==> src/rtl/legv8_defs.sv <==
// Shared LEGv8 decode constants, ALUOp encodings and control-FSM state encoding.
package legv8_defs;

  localparam logic [10:0] OP_ADD  = 11'b10001011000;
  localparam logic [10:0] OP_SUB  = 11'b11001011000;
  localparam logic [10:0] OP_AND  = 11'b10001010000;
  localparam logic [10:0] OP_ORR  = 11'b10101010000;
  localparam logic [10:0] OP_LDUR = 11'b11111000010;
  localparam logic [10:0] OP_STUR = 11'b11111000000;

  // CBZ and B carry immediate bits inside the 11-bit opcode field
  localparam logic [10:0] CBZ_MASK = 11'b11111111000;
  localparam logic [10:0] CBZ_PAT  = 11'b10110100000;
  localparam logic [10:0] B_MASK   = 11'b11111100000;
  localparam logic [10:0] B_PAT    = 11'b00010100000;

  localparam logic [1:0] ALUOP_ADD   = 2'b00;
  localparam logic [1:0] ALUOP_PASSB = 2'b01;
  localparam logic [1:0] ALUOP_RTYPE = 2'b10;

  typedef enum logic [2:0] {
    ST_RST    = 3'd0,
    ST_FETCH  = 3'd1,
    ST_DECODE = 3'd2,
    ST_EXEC   = 3'd3,
    ST_MEM    = 3'd4,
    ST_WB     = 3'd5,
    ST_TRAP   = 3'd6
  } state_t;

  typedef struct packed {
    logic rtype;
    logic ldur;
    logic stur;
    logic cbz;
    logic b;
    logic illegal;
  } op_class_t;

endpackage

==> src/rtl/opcode_class_dec.sv <==
// Combinational opcode classifier: latched 11-bit opcode -> one-hot instruction class.
module opcode_class_dec
  import legv8_defs::*;
(
  input  logic [10:0] i_opcode,
  output op_class_t   o_class
);

  logic w_rtype, w_ldur, w_stur, w_cbz, w_b;

  assign w_rtype = (i_opcode == OP_ADD) || (i_opcode == OP_SUB) ||
                   (i_opcode == OP_AND) || (i_opcode == OP_ORR);
  assign w_ldur  = (i_opcode == OP_LDUR);
  assign w_stur  = (i_opcode == OP_STUR);
  assign w_cbz   = ((i_opcode & CBZ_MASK) == CBZ_PAT);
  assign w_b     = ((i_opcode & B_MASK) == B_PAT);

  assign o_class.rtype   = w_rtype;
  assign o_class.ldur    = w_ldur;
  assign o_class.stur    = w_stur;
  assign o_class.cbz     = w_cbz;
  assign o_class.b       = w_b;
  assign o_class.illegal = ~(w_rtype | w_ldur | w_stur | w_cbz | w_b);

endmodule

==> src/rtl/multicycle_control.sv <==
// LEGv8 multi-cycle main control FSM with retired-instruction counter.
// Build option MCC_ILLEGAL_TRAP_EN: unmatched opcodes trap instead of executing as NOP.
module multicycle_control
  import legv8_defs::*;
#(
  parameter int CNT_W = 32
) (
  input  logic             CLK,
  input  logic             Reset_L,
  input  logic [10:0]      Opcode,
  input  logic             imem_ready,
  input  logic             dmem_ready,
  output logic [1:0]       ALUOp,
  output logic             ALUSrc,
  output logic             Reg2Loc,
  output logic             IRWrite,
  output logic             MemRead,
  output logic             MemWrite,
  output logic             MemToReg,
  output logic             RegWrite,
  output logic             Branch,
  output logic             UncondBranch,
  output logic             PCWrite,
  output logic             illegal,
  output logic [CNT_W-1:0] retired
);

  state_t           r_state, w_next;
  logic [10:0]      r_opcode;
  logic [CNT_W-1:0] r_retired;
  op_class_t        w_class;

  opcode_class_dec u_dec (
    .i_opcode (r_opcode),
    .o_class  (w_class)
  );

  always_ff @(posedge CLK or negedge Reset_L) begin
    if (!Reset_L) begin
      r_state  <= ST_RST;
      r_opcode <= '0;
    end else begin
      r_state <= w_next;
      if (r_state == ST_FETCH && imem_ready) r_opcode <= Opcode;
    end
  end

  always_ff @(posedge CLK or negedge Reset_L) begin
    if (!Reset_L)     r_retired <= '0;
    else if (PCWrite) r_retired <= r_retired + CNT_W'(1);
  end

  assign retired = r_retired;

  always_comb begin
    w_next       = r_state;
    ALUOp        = ALUOP_ADD;
    ALUSrc       = 1'b0;
    Reg2Loc      = 1'b0;
    IRWrite      = 1'b0;
    MemRead      = 1'b0;
    MemWrite     = 1'b0;
    MemToReg     = 1'b0;
    RegWrite     = 1'b0;
    Branch       = 1'b0;
    UncondBranch = 1'b0;
    PCWrite      = 1'b0;
    illegal      = 1'b0;
    case (r_state)
      ST_RST: w_next = ST_FETCH;
      ST_FETCH: begin
        IRWrite = 1'b1;
        if (imem_ready) w_next = ST_DECODE;
      end
      ST_DECODE: begin
        Reg2Loc = w_class.stur | w_class.cbz;
`ifdef MCC_ILLEGAL_TRAP_EN
        w_next  = w_class.illegal ? ST_TRAP : ST_EXEC;
`else
        w_next  = ST_EXEC;
`endif
      end
      ST_EXEC: begin
        // Unmatched opcodes only get here without the trap build: retire as NOP
        if (w_class.illegal) begin
          PCWrite = 1'b1;
          w_next  = ST_FETCH;
        end else if (w_class.rtype) begin
          ALUOp  = ALUOP_RTYPE;
          w_next = ST_WB;
        end else if (w_class.ldur || w_class.stur) begin
          ALUOp  = ALUOP_ADD;
          ALUSrc = 1'b1;
          w_next = ST_MEM;
        end else if (w_class.cbz) begin
          ALUOp   = ALUOP_PASSB;
          Branch  = 1'b1;
          PCWrite = 1'b1;
          w_next  = ST_FETCH;
        end else if (w_class.b) begin
          UncondBranch = 1'b1;
          PCWrite      = 1'b1;
          w_next       = ST_FETCH;
        end
      end
      ST_MEM: begin
        MemRead  = w_class.ldur;
        MemWrite = w_class.stur;
        if (dmem_ready) begin
          if (w_class.ldur) begin
            w_next = ST_WB;
          end else begin
            PCWrite = 1'b1;
            w_next  = ST_FETCH;
          end
        end
      end
      ST_WB: begin
        RegWrite = 1'b1;
        MemToReg = w_class.ldur;
        PCWrite  = 1'b1;
        w_next   = ST_FETCH;
      end
`ifdef MCC_ILLEGAL_TRAP_EN
      ST_TRAP: illegal = 1'b1;
`endif
      default: w_next = ST_RST;
    endcase
  end

endmodule

==> config.mk <==
export PLATFORM = sky130hd
export DESIGN_NAME = multicycle_control
export DESIGN_NICKNAME = d
export VERILOG_FILES = /design/src/rtl/legv8_defs.sv /design/src/rtl/opcode_class_dec.sv /design/src/rtl/multicycle_control.sv
export SDC_FILE = /design/constraint.sdc
export NUM_CORES = 1
export LEC_CHECK = 0
export CORE_ASPECT_RATIO = 0.7
export CORE_MARGIN = 5
export CORE_UTILIZATION = 35
export CTS_BUF_LIST = sky130_fd_sc_hd__clkbuf_16
export DETAILED_ROUTE_END_ITERATION = 16
export GPL_TIMING_DRIVEN = 0
export HOLD_SLACK_MARGIN = 0.08
export PLACE_DENSITY = 0.64
export SLEW_MARGIN = 5
export SYNTH_ARGS = -nofsm -noshare
export SYNTH_HDL_FRONTEND = slang
export SYNTH_HIERARCHICAL = 1
export SYNTH_SLANG_ARGS = --single-unit
==> constraint.sdc <==
create_clock -name CLK -period 3.2 [get_ports CLK]
set_clock_uncertainty 0.2 [all_clocks]
set_input_delay 0.32 -clock CLK [delete_from_list [all_inputs] [get_ports CLK]]
set_output_delay 0.32 -clock CLK [all_outputs]
set_load 0.01 [all_outputs]
==> flow_summary.rst, run 1 <==
.. list-table::
   :header-rows: 1

   * - Metric
     - Value
   * - Clock net sink count
     - 46
   * - CP Max Fanout
     - 4
   * - Share of the synthesized area in the top cell type
     - a little under half
   * - Ratio of cells with drive above 1 in the final layout
     - a little under a fifth
   * - Final weighted congestion in routability-driven placement
     - between 0.8 and 0.9
   * - Area of the mapped netlist
     - 2450 um^2
   * - Number of synthesized register bits
     - 46
   * - Number of instances in the synthesized netlist
     - 224
   * - Data required, critical path
     - ~2.7 ns
   * - Hold Fails Final Rpt
     - 0
   * - Horiz. Die Dim
     - 110 um
   * - Final-layout setup total negative slack
     - 0 ns
   * - Max capacitance violation total
     - 0
   * - Total global routing overflow
     - 0
   * - DRC violations left
     - 0
   * - Async set-or-reset flop fraction in the synthesized netlist
     - 100%
   * - Commonest cells post-synth
     - 46 x dfrtp_1, 18 x xor2_1, 16 x nor2_1
   * - Clock transition at the registers of the reported paths
     - 0.06 ns
   * - Overall via count from detail_route
     - 1,870
   * - Die H
     - 80.1 um
   * - Dominant cell by count in the synthesized netlist
     - dfrtp_1
   * - Critical path type
     - reg2out
   * - Setup repair after global routing missed its margin
     - false
   * - Dominant cells by area after synthesis
     - dfrtp_1 47%, xor2_1 6.4%, mux2_2 5.0%, xnor2_1 4.3%, nor2_1 2.4%
   * - Total wirelength of the detailed-routed design
     - 5730 um
   * - Routed WL per cell
     - 14.7 um
   * - Adder-Cell Fraction of Synth Area
     - 0.510%
   * - Number of inserted diodes
     - 0
   * - Compound-cell area share of the yosys netlist
     - 4.79%
   * - YS warnings
     - 6
   * - Sequential share of the synthesized area
     - a little under half
   * - Number of distinct library cell variants in the gate-level netlist after synthesis
     - 51
   * - Placement Rows
     - 25
   * - Peak supply drop
     - roughly 360 uV
   * - Status
     - complete, no violations
   * - Antenna Violating Nets Remaining
     - 0
   * - Count of buffers from port buffering
     - 58
   * - Share of synthesized cell area in and, or, nand and nor gates
     - 25.3%
   * - Leak Pwr
     - 1.54 nW
   * - Data arrival, critical path
     - about 2.5 ns
   * - Ratio of routed vias to standard cells
     - 4.81
   * - Power density relative to cell area
     - 540 nW/um^2
   * - Highest Clock Rate
     - 327 MHz
   * - Core footprint
     - 6790 um^2
   * - Instance area at placement
     - 3170 um^2
   * - Library cell used as clock root buffer
     - clkbuf_16
   * - Count of flip-flops with a built-in enable after synthesis
     - 0
   * - Vias in the first global route
     - 1,904
   * - Post-DP HPWL
     - ~4400 um
   * - First-pass GRT wire length
     - 9730 um
   * - Number of antenna violations at the first check in global routing
     - 0
   * - Final worst-path cycle share
     - 95.5%
   * - Later-pin clock latency in the skew report
     - 0.29 ns
   * - Final setup violation count
     - 0
   * - Most common flop cell mapped by yosys
     - dfrtp_1
   * - Most area-hungry cell type in the Yosys netlist
     - dfrtp_1
   * - Number of buffers added by the clock tree synthesis step
     - 5
   * - CTS tree
     - built
   * - Slew Limit Headroom
     - between 50% and 60%
   * - XOR/XNOR share of the synthesized area
     - 11.4%
   * - Layout-stage area growth over the synthesis result
     - 37.4%
   * - Power consumption
     - 1.82 mW
   * - Pin count of the biggest net entering global routing
     - 26
   * - Detailed Routing Iterations Pass 1
     - 4
   * - Number of nets in the finished design
     - 310
   * - Mux share of post-synthesis cell area
     - 6.07%
   * - Overall die area
     - 8820 um^2
   * - Slew at the pin closest to its max-slew limit
     - 0.642 ns
   * - CTS Buffer Depth
     - 2
   * - Post-Layout Inst Area
     - 3370 um^2
   * - Number of ports placed on the die boundary
     - 60
   * - Number of DRC markers after the initial detailed-route iteration
     - 70
   * - Level count of the clock H-tree
     - 2
   * - Max-slew violation count
     - 0
   * - Combinational family with the most area after synthesis
     - simple AND/OR/NAND/NOR gates
   * - Post-synthesis net count
     - 240
   * - Total global routing track utilization
     - 14.2%
   * - Kind of path behind the tightest hold check
     - reg2reg
   * - Effective utilization at floorplan
     - 36.2%
   * - Critical path endpoint category
     - primary output
   * - Kind of start point of the critical path
     - flop
   * - Min cycle time layout
     - between 3 and 4 ns
   * - Mean instance size in the synthesized netlist
     - around 11 um^2
## worst paths after layout
check	end	slack, ns	start	depth (start not counted)
max	ALUOp[0]	0.15	r_opcode[3]	8
min	retired[26]	0.29	retired[26]	1
max reg2reg	retired[13]	0.42	r_opcode[3]	10
min reg2reg	retired[26]	0.29	retired[26]	1
max in group asynchronous	retired[21]	1.93	Reset_L	3
min in group asynchronous	r_opcode[6]	0.35	Reset_L	2
## critical path, stage by stage, from the launching register on
cell and delay, ns:
dfrtp_2 0.44, nor4bb_4 0.28, buf_4 0.14, nor2b_1 0.26, nor4b_4 0.10, nor2b_2 0.19, and3_1 0.20, buf_4 0.11
clkdlybuf4s50_1 0.52
## cells in the final DEF, fill, tap and decap left out, types with 2 or more instances in the layout
cell type / synthesis / layout
nand3b_1: 2 / 2
buf_2: 3 / 4
nor4b_4: 0 / 2
clkbuf_16: 0 / 5
nand2_1: 14 / 14
nand4_1: 8 / 8
inv_1: 8 / 8
nor3_1: 10 / 10
and2_1: 4 / 4
nand3_1: 9 / 9
or2_2: 2 / 2
nor3b_1: 5 / 4
clkdlybuf4s50_1: 0 / 54
nor2_1: 16 / 16
and3_1: 6 / 6
nor4b_1: 2 / 2
buf_4: 7 / 10
xnor2_1: 12 / 12
xor2_1: 18 / 18
nor2b_1: 3 / 2
nor3_2: 2 / 2
dfrtp_1: 46 / 45
dlymetal6s2s_1: 0 / 2
and4_1: 3 / 3
mux2_2: 11 / 11
buf_6: 2 / 2
o32ai_1: 2 / 2
## repair_timing
item,in CTS,in global routing
endpoints found under the setup margin,1,4
hold endpoints to repair,21,0
pin swaps,2,5
gates resized for setup,4,4
gates cloned,0,0
hold buffers,1,0
buffers inserted,0,3
## final cells by class
class,count,area (um^2)
well taps,94,118
clock inverters,3,16.3
multi-input cells,158,1210
fillers,653,3420
inverters,8,30.0
plain buffers,12,90.1
flip-flops and latches,46,1150
clock buffers,5,125
repair buffers,63,632
## power breakdown
group | switching, mW | internal (mW) | leakage, nW
logic | 0.209 | 0.292 | 0.875
registers | 0.126 | 0.689 | 0.596
clock network | 0.217 | 0.285 | 0.0672
## sequential cells by signal, indices dropped and copies added (netlist names)
register	cells
retired	32
r_opcode	11
r_state	3
## logic make-up (layout without fill, tap and decap cells)
kind of cell / after synthesis / count (layout)
xor gates and xnor gates: 31 / 31
muxes: 13 / 13
and+or+nand+nor: 100 / 100
other: 1 / 1
buffers and inverters: 20 / 91
DFF: 46 / 46
AOI/OAI and AO/OA: 12 / 12
adders and majority gates: 1 / 1
## stage by stage
stage          instances  worst slack (ns)  util, %  hold WS [ns]
6_report             389             0.145     49.7         0.286
4_1_cts              386            0.0846     49.2         0.294
3_5_place_dp         377             0.246     46.7         0.137
5_1_grt              389           0.00583     49.7         0.307
3_3_place_gp         376             0.253     46.5         0.265
2_1_floorplan        224             0.723        -        -0.176
## layer usage
layer / vias to the layer above / GRT usage [%] / wire (um)
li1: 925 / - / -
met2: 36 / 20.1 / 2450
met5: - / 0 / 0
met1: 905 / 21.7 / 2950
met3: 4 / 2.81 / 296
met4: 0 / 4.06 / 34
Power figures use the tool's default switching activity.
==> inputs of run 2 (changes only) <==
--- a/config.mk
+++ b/config.mk
@@ -5,7 +5,6 @@
 export SDC_FILE = /design/constraint.sdc
 export NUM_CORES = 1
 export LEC_CHECK = 0
-export CORE_ASPECT_RATIO = 0.7
 export CORE_MARGIN = 5
 export CORE_UTILIZATION = 35
 export CTS_BUF_LIST = sky130_fd_sc_hd__clkbuf_16
==> run 2 against run 1 <==
Total power grew 2.7%. Non-clock buffer count shrank 1. Clock power grew 13%. Highest routed layer unchanged. Critical path depth grew 1. Core utilization grew 0.12 points. Die area shrank 0.30%. Sequential cell count is the same. Largest cell class unchanged. Register-to-register slack gained 0.08 ns.
==> flow_summary.rst, run 2 (same netlist as run 1, synthesis figures left out) <==
.. list-table::
   :header-rows: 1

   * - Metric
     - Value
   * - Final-layout setup total negative slack
     - 0 ns (unchanged)
   * - Crit path buf inv count
     - 3 (unchanged)
   * - Most utilized layer in the global route result
     - met2
   * - Capturing instance or port of the critical path
     - PCWrite
   * - Final setup violation count
     - 0 (unchanged)
   * - Vias in the first global route
     - 1,974 (+3.7%)
   * - CTS tree
     - built
   * - Most common library cell in the layout ignoring fill and taps
     - clkdlybuf4s50_1
   * - Level count of the clock H-tree
     - 2 (unchanged)
   * - Clock transition at the registers of the reported paths
     - 0.06 ns (about the same)
   * - Critical Path Start
     - r_opcode[2]
   * - Routed WL per cell
     - 14.0 um (-5.0%)
   * - Number of ports placed on the die boundary
     - 60 (unchanged)
   * - CP Cell Sequence
     - nor4b_2, nand4_1, nor2_1, buf_4, nor3_2, a32o_2, or2_1, buf_6, dlygate4sd2_1
   * - Ratio of routed vias to standard cells
     - 4.75 (-1.1%)
   * - Number of buffers added by the clock tree synthesis step
     - 5 (unchanged)
   * - Leak Pwr
     - 1.53 nW (-0.68%)
   * - Slew Limit Headroom
     - 59.8% (+2.8 points)
   * - Post-Layout Inst Area
     - 3380 um^2 (+0.33%)
   * - Library cell used as clock root buffer
     - clkbuf_16
   * - Kind of path behind the tightest hold check
     - in2async
   * - Highest-count cells in the layout ignoring fill and taps
     - 55 x clkdlybuf4s50_1, 46 x dfrtp_1, 18 x xor2_1
   * - Number of DRC markers after the initial detailed-route iteration
     - 87 (+24%)
   * - Min cycle time layout
     - 3.00 ns (-0.0507 ns)
   * - Post-DP HPWL
     - 4100 um (-6.7%)
   * - Count of buffers from port buffering
     - 58 (unchanged)
   * - Max FFs per register
     - 32 (unchanged)
   * - Kind of start point of the critical path
     - flop
   * - Overall via count from detail_route
     - 1,854 (-0.86%)
   * - Status
     - complete, no violations
   * - Largest stage delay on the critical path
     - 0.38 ns (-0.14 ns)
   * - Critical path type
     - reg2out
   * - Grt met3 use
     - 3.37% (+0.55 points)
   * - Register-to-register path setup slack
     - 0.50 ns (+0.08 ns)
   * - Total global routing track utilization
     - 13.4% (-0.82 points)
   * - Final Non-Filler Cells
     - 390 (+0.26%)
   * - CTS Buffer Depth
     - 2 (unchanged)
   * - Later-pin clock latency in the skew report
     - 0.29 ns (about the same)
   * - Max capacitance violation total
     - 0 (unchanged)
   * - Worst r2r dst
     - retired[22]
   * - Crit. path cell count
     - 9 (+1)
   * - M1 GR Usage
     - 17.5% (-4.2 points)
   * - Total wirelength of the detailed-routed design
     - 5460 um (-4.7%)
   * - Ratio of cells with drive above 1 in the final layout
     - 18.0% (-0.28 points)
   * - Hold Fails Final Rpt
     - 0 (unchanged)
   * - Pin count of the biggest net entering global routing
     - 38 (+46%)
   * - Data arrival, critical path
     - 2.48 ns (-0.05 ns)
   * - Core footprint
     - 6790 um^2 (about the same)
   * - Final worst-path cycle share
     - 93.9% (-1.6 points)
   * - Setup repair after global routing missed its margin
     - false
   * - CP Max Fanout
     - 9 (+5)
   * - Power density relative to cell area
     - 552 nW/um^2 (+2.4%)
   * - Effective utilization at floorplan
     - 36.1% (about the same)
   * - Number of nets in the finished design
     - 309 (-0.32%)
   * - Max-slew violation count
     - 0 (unchanged)
   * - Critical Path Slowest Stage Cell
     - dfrtp_1
   * - Highest Clock Rate
     - 333 MHz (+1.7%)
   * - Horiz. Die Dim
     - 93.8 um (-15%)
   * - DRC violations left
     - 0 (unchanged)
   * - Overall die area
     - 8790 um^2 (-0.30%)
   * - Routing usage on met2
     - 21.2% (+1.1 points)
   * - Antenna Violating Nets Remaining
     - 0 (unchanged)
   * - Smallest hold slack
     - 0.226 ns (-0.0600 ns)
   * - Number of inserted diodes
     - 0 (unchanged)
   * - Total global routing overflow
     - 0 (unchanged)
   * - Data required, critical path
     - 2.68 ns (about the same)
   * - Power consumption
     - 1.87 mW (+2.7%)
   * - Slew at the pin closest to its max-slew limit
     - 0.603 ns (-0.0389 ns)
   * - Number of cells traversed by the worst register-to-register path
     - 9 (-1)
   * - Clock net sink count
     - 46 (unchanged)
   * - Dpl cells
     - 379 (+0.53%)
   * - Number of antenna violations at the first check in global routing
     - 0 (unchanged)
   * - First-pass GRT wire length
     - 9340 um (-4.0%)
   * - Placement Rows
     - 30 (+20%)
   * - Die H
     - 93.8 um (+17%)
   * - Instance area at placement
     - 3170 um^2 (about the same)
   * - Peak supply drop
     - 349 uV (-2.0%)
   * - Critical path endpoint category
     - primary output
   * - Layout-stage area growth over the synthesis result
     - 37.8%
   * - Final weighted congestion in routability-driven placement
     - 0.746 (-13%)
   * - Startpoint of the worst register-to-register path
     - r_opcode[2]
   * - Cell family contributing the most delay on the critical path
     - simple AND/OR/NAND/NOR gates
   * - Detailed Routing Iterations Pass 1
     - 4 (unchanged)
-- run 2: changes by cell type in the layout (fill, tap and decap cells not counted), sizes merged --
cell / change
buf: -1
inv: +2
clkinvlp: -1
bufinv: +1
dlymetal6s2s: -1
clkinv: -2
clkdlybuf4s50: +1
-- run 2: where the power goes --
| part | internal, mW | total (mW) | switching (mW) | leakage (nW) |
|---|---|---|---|---|
| Clock | 0.363 | 0.569 | 0.206 | 0.0864 |
| Combinational | 0.291 | 0.497 | 0.206 | 0.844 |
| Sequential | 0.688 | 0.803 | 0.115 | 0.597 |
| Total | 1.34 | 1.87 | 0.527 | 1.53 |
-- run 2: through the flow --
stage	util, %	setup WS, ns
floorplan	-	0.723
global placement	46.4	0.278
detailed placement	46.7	0.261
CTS	49.3	0.0943
global route	49.8	0.0292
finish	49.8	0.196
-- run 2: layer usage --
metal	vias up	wire, um	part of all wire, %
li1	918	-	-
met1	892	2530	46
met2	36	2560	47
met3	8	277	5.1
met4	0	84	1.5
met5	-	0	0
-- run 2: layout make-up --
class,instances,area (um^2)
Timing Repair Buffer,62,622
Fill cell,649,3410
Multi-Input combinational cell,158,1210
Clock inverter,3,37.5
Buffer,12,90.1
Sequential cell,46,1150
Inverter,8,30.0
Clock buffer,5,125
Tap cell,96,120
-- run 2: worst min path at each step --
stage | from | depth (start not counted) | slack [ns] | endpoint
final | Reset_L | 2 | 0.23 | retired[20]
after global routing | Reset_L | 2 | 0.25 | retired[20]
after CTS | Reset_L | 2 | 0.23 | retired[20]
after detailed placement | Reset_L | 1 | -0.003 | retired[20]
after global placement | retired[31] | 1 | 0.26 | retired[31]
after floorplan | Reset_L | 0 | -0.18 | r_opcode[0]
-- run 2: repair_timing --
item / in CTS / in global routing
pin swaps: 3 / 3
setup buffers: 0 / 2
gates resized for setup: 2 / 5
hold buffers: 1 / 0
endpoints found under the hold margin: 46 / 0
setup endpoints to repair: 1 / 3
